File: config.mk
export PLATFORM = sky130hd
export DESIGN_NAME = key_bounce_gen_flat
export DESIGN_NICKNAME = d
export VERILOG_FILES = /design/src/rtl/key_bounce_gen_pkg.sv /design/src/rtl/key_bounce_gen_if.sv /design/src/rtl/key_bounce_gen_lfsr8.sv /design/src/rtl/key_bounce_gen.sv /design/src/flat_wrapper.sv
export SDC_FILE = /design/constraint.sdc
export NUM_CORES = 1
export LEC_CHECK = 0
export CAP_MARGIN = 10
export CELL_PAD_IN_SITES_DETAIL_PLACEMENT = 0
export CELL_PAD_IN_SITES_GLOBAL_PLACEMENT = 1
export CORE_MARGIN = 10
export CORE_UTILIZATION = 43
export CTS_CLUSTER_SIZE = 12
export DETAILED_ROUTE_END_ITERATION = 6
export DONT_BUFFER_PORTS = 1
export PLACE_DENSITY_LB_ADDON = 0.1
export SLEW_MARGIN = 20
export SYNTH_ARGS = -nofsm -noshare
export SYNTH_HDL_FRONTEND = slang
export SYNTH_SLANG_ARGS = --single-unit
export TNS_END_PERCENT = 30
File: constraint.sdc
create_clock -name clk_i -period 2 [get_ports clk_i]
set_input_delay 0.4 -clock clk_i [delete_from_list [all_inputs] [get_ports clk_i]]
set_output_delay 0.4 -clock clk_i [all_outputs]
set_load 0.02 [all_outputs]
File: src/rtl/key_bounce_gen_pkg.sv
// Shared types, LFSR constants and timing helpers for the key bounce generator.
package key_bounce_pkg;

    typedef enum logic [2:0] {
        IDLE,
        PRESS_BOUNCE,
        HOLD,
        RELEASE_BOUNCE,
        SETTLE
    } kb_state_e;

    // x^8 + x^6 + x^5 + x^4 + 1 -> feedback from bits 7,5,4,3 on a left shift
    localparam logic [7:0] LFSR_SEED = 8'hA5;
    localparam logic [7:0] LFSR_TAPS = 8'hB8;

    // Number of clock cycles inside the debounce window.
    function automatic int glitch_cycles(input int clk_mhz, input int glitch_ns);
        return clk_mhz * glitch_ns / 1000;
    endfunction

    // Counter width able to hold a full 16-bit hold count and GLITCH_CYCLES+1.
    function automatic int cnt_width(input int glitch);
        int need;
        need = $clog2(glitch + 2);
        return (need > 16) ? need : 16;
    endfunction

endpackage

File: src/rtl/key_bounce_gen_if.sv
// Request/status bundle between a press requester and the bounce generator.
interface key_bounce_gen_if;
    logic        press_stb_i;
    logic [15:0] hold_cycles_i;
    logic        key_o;
    logic        busy_o;
    logic        done_stb_o;

    modport master (
        output press_stb_i, hold_cycles_i,
        input  key_o, busy_o, done_stb_o
    );

    modport slave (
        input  press_stb_i, hold_cycles_i,
        output key_o, busy_o, done_stb_o
    );
endinterface

File: src/rtl/key_bounce_gen_lfsr8.sv
// 8-bit Fibonacci LFSR; steps once per adv, seeded so it never sits at zero.
module lfsr8
    import key_bounce_pkg::*;
(
    input  logic       clk_i,
    input  logic       srst_i,
    input  logic       adv,
    output logic [7:0] value_o
);
    logic [7:0] lfsr_q;
    logic [7:0] lfsr_d;

    // Next value: shift left, feed parity of tapped bits into bit 0
    always_comb begin
        lfsr_d = lfsr_q;
        if (adv) lfsr_d = {lfsr_q[6:0], ^(lfsr_q & LFSR_TAPS)};
    end

    // State register, reset reloads the seed
    always_ff @(posedge clk_i) begin
        if (srst_i) lfsr_q <= LFSR_SEED;
        else        lfsr_q <= lfsr_d;
    end

    assign value_o = lfsr_q;
endmodule

File: src/rtl/key_bounce_gen.sv
// Emulates a bouncing mechanical key: bounce, hold, bounce, settle per request.
module key_bounce_gen
    import key_bounce_pkg::*;
#(
    parameter int   CLK_FREQ_MHZ   = 10,
    parameter int   GLITCH_TIME_NS = 500,
    parameter int   BOUNCE_PULSES  = 3,
    parameter logic PRESSED_LEVEL  = 1'b0
) (
    input  logic clk_i,
    input  logic srst_i,
    key_bounce_gen_if.slave bus
);
    localparam int   GLITCH_CYCLES  = glitch_cycles(CLK_FREQ_MHZ, GLITCH_TIME_NS);
    localparam int   CW             = cnt_width(GLITCH_CYCLES);
    localparam int   SW             = 5;
    localparam logic RELEASED_LEVEL = ~PRESSED_LEVEL;

    typedef logic [CW-1:0] cnt_t;
    localparam cnt_t          MIN_HOLD    = cnt_t'(GLITCH_CYCLES + 1);
    localparam cnt_t          SETTLE_LAST = cnt_t'(GLITCH_CYCLES);
    localparam logic [SW-1:0] LAST_SEG    = SW'(2 * BOUNCE_PULSES - 1);

    if (GLITCH_CYCLES < 2) begin : g_bad_glitch
        $error("GLITCH_CYCLES must be at least 2");
    end
    if (BOUNCE_PULSES < 1 || BOUNCE_PULSES > 15) begin : g_bad_pulses
        $error("BOUNCE_PULSES must be within 1..15");
    end

    kb_state_e     state_q, state_d;
    cnt_t          cnt_q, cnt_d;
    cnt_t          hold_q, hold_d;
    logic [SW-1:0] seg_q, seg_d;
    logic          key_q, key_d;
    logic          busy_q, busy_d;
    logic          done_q, done_d;
    logic          adv;
    logic [7:0]    lfsr_val;
    cnt_t          seg_len_m1;
    cnt_t          hold_ext;

    lfsr8 u_lfsr (
        .clk_i   (clk_i),
        .srst_i  (srst_i),
        .adv     (adv),
        .value_o (lfsr_val)
    );

    // Segment length minus one: 0..GLITCH_CYCLES-2, so every bounce is below the window
    assign seg_len_m1 = cnt_t'(int'(lfsr_val) % (GLITCH_CYCLES - 1));
    assign hold_ext   = cnt_t'(bus.hold_cycles_i);

    // Next-state and registered-output decode
    always_comb begin
        state_d = state_q;
        cnt_d   = cnt_q;
        hold_d  = hold_q;
        seg_d   = seg_q;
        key_d   = key_q;
        busy_d  = busy_q;
        done_d  = 1'b0;
        adv     = 1'b0;
        case (state_q)
            IDLE: begin
                key_d  = RELEASED_LEVEL;
                busy_d = 1'b0;
                if (bus.press_stb_i) begin
                    state_d = PRESS_BOUNCE;
                    hold_d  = (hold_ext > MIN_HOLD) ? hold_ext : MIN_HOLD;
                    seg_d   = '0;
                    cnt_d   = seg_len_m1;
                    adv     = 1'b1;
                    key_d   = PRESSED_LEVEL;
                    busy_d  = 1'b1;
                end
            end
            PRESS_BOUNCE, RELEASE_BOUNCE: begin
                if (cnt_q != '0) begin
                    cnt_d = cnt_q - cnt_t'(1);
                end else if (seg_q == LAST_SEG) begin
                    if (state_q == PRESS_BOUNCE) begin
                        state_d = HOLD;
                        cnt_d   = hold_q - cnt_t'(1);
                        key_d   = PRESSED_LEVEL;
                    end else begin
                        state_d = SETTLE;
                        cnt_d   = SETTLE_LAST;
                        key_d   = RELEASED_LEVEL;
                    end
                end else begin
                    seg_d = seg_q + SW'(1);
                    cnt_d = seg_len_m1;
                    adv   = 1'b1;
                    key_d = ~key_q;
                end
            end
            HOLD: begin
                if (cnt_q != '0) begin
                    cnt_d = cnt_q - cnt_t'(1);
                end else begin
                    state_d = RELEASE_BOUNCE;
                    seg_d   = '0;
                    cnt_d   = seg_len_m1;
                    adv     = 1'b1;
                    key_d   = RELEASED_LEVEL;
                end
            end
            SETTLE: begin
                if (cnt_q != '0) begin
                    cnt_d  = cnt_q - cnt_t'(1);
                    done_d = (cnt_q == cnt_t'(1));
                end else begin
                    state_d = IDLE;
                    busy_d  = 1'b0;
                end
            end
            default: state_d = IDLE;
        endcase
    end

    // State and output registers; reset wins over any request
    always_ff @(posedge clk_i) begin
        if (srst_i) begin
            state_q <= IDLE;
            cnt_q   <= '0;
            hold_q  <= '0;
            seg_q   <= '0;
            key_q   <= RELEASED_LEVEL;
            busy_q  <= 1'b0;
            done_q  <= 1'b0;
        end else begin
            state_q <= state_d;
            cnt_q   <= cnt_d;
            hold_q  <= hold_d;
            seg_q   <= seg_d;
            key_q   <= key_d;
            busy_q  <= busy_d;
            done_q  <= done_d;
        end
    end

    assign bus.key_o      = key_q;
    assign bus.busy_o     = busy_q;
    assign bus.done_stb_o = done_q;
endmodule
File: src/flat_wrapper.sv
// flat-port wrapper written by rule: the top's interface ports become plain ports
module key_bounce_gen_flat import key_bounce_pkg::*;
#(
    parameter int   CLK_FREQ_MHZ   = 10,
    parameter int   GLITCH_TIME_NS = 500,
    parameter int   BOUNCE_PULSES  = 3,
    parameter logic PRESSED_LEVEL  = 1'b0
)
  (clk_i, srst_i, bus_press_stb_i, bus_hold_cycles_i, bus_key_o, bus_busy_o, bus_done_stb_o);
  key_bounce_gen_if bus_i ();
  input  logic clk_i;
  input  logic srst_i;
  input wire logic [$bits(bus_i.press_stb_i)-1:0] bus_press_stb_i;
  input wire logic [$bits(bus_i.hold_cycles_i)-1:0] bus_hold_cycles_i;
  output wire logic [$bits(bus_i.key_o)-1:0] bus_key_o;
  output wire logic [$bits(bus_i.busy_o)-1:0] bus_busy_o;
  output wire logic [$bits(bus_i.done_stb_o)-1:0] bus_done_stb_o;
  assign bus_i.press_stb_i = bus_press_stb_i;
  assign bus_i.hold_cycles_i = bus_hold_cycles_i;
  assign bus_key_o = bus_i.key_o;
  assign bus_busy_o = bus_i.busy_o;
  assign bus_done_stb_o = bus_i.done_stb_o;
  key_bounce_gen #(.CLK_FREQ_MHZ(CLK_FREQ_MHZ), .GLITCH_TIME_NS(GLITCH_TIME_NS), .BOUNCE_PULSES(BOUNCE_PULSES), .PRESSED_LEVEL(PRESSED_LEVEL)) u_core (.clk_i(clk_i), .srst_i(srst_i), .bus(bus_i));
endmodule
==> metrics <==
Layout Utilization 54.69%; Slew @ Worst Pin 0.3857 ns; Slew headroom 74.05%; Synth area leaders dfxtp_1, xnor2_1, a21oi_1; maxcap violations 0; status finished, final reports clean; Slew Viols, Final 0; Yosys top cell by area dfxtp_1; FP Rows 29; Mean Syn Cell Area 8.126 um2; final worst-path cycle share 94.00%; final setup fails 0; slowest stage cell, crit path or3_2; Worst VDD drop 0.4679 mV; fin nets 427; initial detailed-routing violation count 90; Yosys warnings 0; post-synthesis sequential area ratio 35.10%; Max Clk Rate 0.5319 GHz; clock tree buffer depth 2; critical path cell sequence inv_1 -> ha_1 -> nor3b_4 -> nand2_1 -> or3_2 -> xor2_1 -> o22ai_1 -> a22o_1; CTS tree done; grt total ovfl 0; Final Skew 0.007450 ns; Post-synth ARST share 0%; Placed Instance Area 3358 um2; delay of the slowest critical-path stage 0.43 ns; layout cells sized above 1 21.59%; mapped cell area 2909 um2; Worst Path Arrival 2.09 ns; GRT Total Usage 15.02%; synthesis-to-layout area growth 21.42%; TritonRoute pass-1 iters 6; post-synthesis cell count 358; metal2 WL 3.389 mm; post-synth top area share 35.10%; fin crit period 1.880 ns; Hold Fails Final Rpt 0; setup TNS 0 ns; die span in y 102.3 um; EDFF count, synth 0; Sink Count 51; post-layout instance area 3532 um2; core area 6459 um2; antenna cells 0; Antenna Nets Post-Route 0; largest net degree at the start of global routing 42; met3 wire len 399 um; Placer Congestion 0.8420; Routed Wire Length 7.586 mm; die width 102.3 um; Synth Flop Type dfxtp_1; Clock Latency Late Sink 0.31 ns; DIE AREA 10460 um2; I/O pin count 22; WL per Instance 15.80 um; Yosys reg bits 51; number of global-route vias before repair 2532; leakage 1.400 nW; global-route wire length before repair 12.63 mm; initial antenna violation count 0; Worst Setup End Kind flop; Initial Util 45.04%; Num CTS Buffers 5; post-cts hold buffer count 0; commonest cells after routing, fill and taps aside buf_4, dfxtp_1, nor2_1, nand2_1, a21oi_1; Top Metal Used met4; root buf cell clkbuf_8; H-tree Lvls 2; Pwr Total 2.861 mW; M1 wire length 3.741 mm; post-synthesis cell type count 60; Power Dens Cells 810.0 nW/um2; most common cell after layout, fill and taps aside buf_4; DP HPWL 5.663 mm; hold slack 0.1519 ns; worst-path maximum fanout 2; RSZ-0062 raised after global routing false; IO Port Bufs 0; number of remaining DRC errors 0; Post-Syn Nets 383; routed vias 2638; number of vias per cell 5.496; critical path type reg -> reg; startpoint types flop; CP required 2.21 ns; worst min path class in -> reg; clk slew on worst S/H paths 0.10 ns
==> path summary, 6_finish.rpt <==
kind                            end  slack, ns  cells after the start              start
setup / recovery   u_core.cnt_q[10]       0.12                      8   u_core.hold_q[1]
setup reg to reg   u_core.cnt_q[10]       0.12                      8   u_core.hold_q[1]
hold reg to reg   u_core.hold_q[15]       0.47                      2  u_core.hold_q[15]
hold / removal    u_core.state_q[1]       0.15                      1             srst_i
==> layer usage <==
metal  global-route usage, %  vias to the layer above
li1                        -                     1369
met1                   20.83                     1219
met2                   23.01                       44
met3                   3.441                        6
met4                   3.579                        0
met5                       0                        -
==> sequential cells by signal (all words and copies together), names as in the netlist <==
| signal | flops |
|---|---|
| u_core.u_lfsr.value_o | 8 |
| u_core.seg_q | 5 |
| u_core.state_q | 3 |
| u_core.bus.done_stb_o | 1 |
| u_core.hold_q | 16 |
| u_core.cnt_q | 16 |
| u_core.bus.key_o | 1 |
| u_core.bus.busy_o | 1 |
==> final cells by class <==
class	count	area, um2
clock buffers	6	72.57
well taps	77	96.34
clock inverters	2	16.27
multi-input cells	279	1822
repair buffers	56	470.5
flip-flops and latches	51	1021
inverters	9	33.78
fillers	659	2927
==> cells by family after synthesis <==
family / after synthesis / share of synthesized area [%]
AND/OR/NAND/NOR: 161 / 28.90
multiplexers: 5 / 1.720
buffers and inverters: 28 / 4.946
AO/OA/AOI/OAI: 79 / 18.32
flip-flops: 51 / 35.10
adder cells (fa/ha/maj): 6 / 2.581
XOR/XNOR: 28 / 8.430
==> power breakdown <==
group	total, mW	leakage (nW)	internal, mW	switching, mW
clock	0.626	0.0418	0.252	0.374
sequential	1.16	0.417	1.09	0.0682
combinational	1.08	0.941	0.537	0.540
total	2.86	1.40	1.88	0.982
==> cell usage after synthesis, drive strengths merged (4+ instances only) <==
| master | n |
|---|---|
| nand3 | 6 |
| nor4 | 14 |
| or4 | 5 |
| clkbuf | 11 |
| nor2 | 45 |
| xnor2 | 21 |
| nor2b | 4 |
| o21ai | 8 |
| xor2 | 7 |
| inv | 9 |
| dfxtp | 51 |
| o22ai | 5 |
| a31oi | 4 |
| a211o | 5 |
| nor3 | 21 |
| o2bb2ai | 5 |
| a22o | 4 |
| nand2 | 43 |
| mux2i | 5 |
| buf | 8 |
| or3 | 4 |
| a21oi | 33 |
| nand4 | 5 |
| ha | 6 |
==> worst max-delay path: cells and delay by family, from the launching register on <==
| kind | cells | cell delay [ns] |
|---|---|---|
| AO/OA/AOI/OAI | 2 | 0.29 |
| XOR/XNOR | 1 | 0.19 |
| adder cells (fa/ha/maj) | 1 | 0.17 |
| buffers and inverters | 1 | 0.07 |
| flip-flops | 1 | 0.32 |
| AND/OR/NAND/NOR | 3 | 0.75 |
==> metrics by stage <==
step	instances	setup WS [ns]
after detailed placement	471	-0.04914
final	480	0.1201
after global routing	480	0.001758
after CTS	479	-0.01403
after global placement	471	0.005411
after floorplan	358	0.03200
==> repair_timing <==
action / in CTS / in global routing
pin swaps: 0 / 4
setup endpoints to repair: 2 / 30
setup buffers: 0 / 1
resized for setup: 3 / 12
Note: power is estimated with default switching activity, not from simulation.
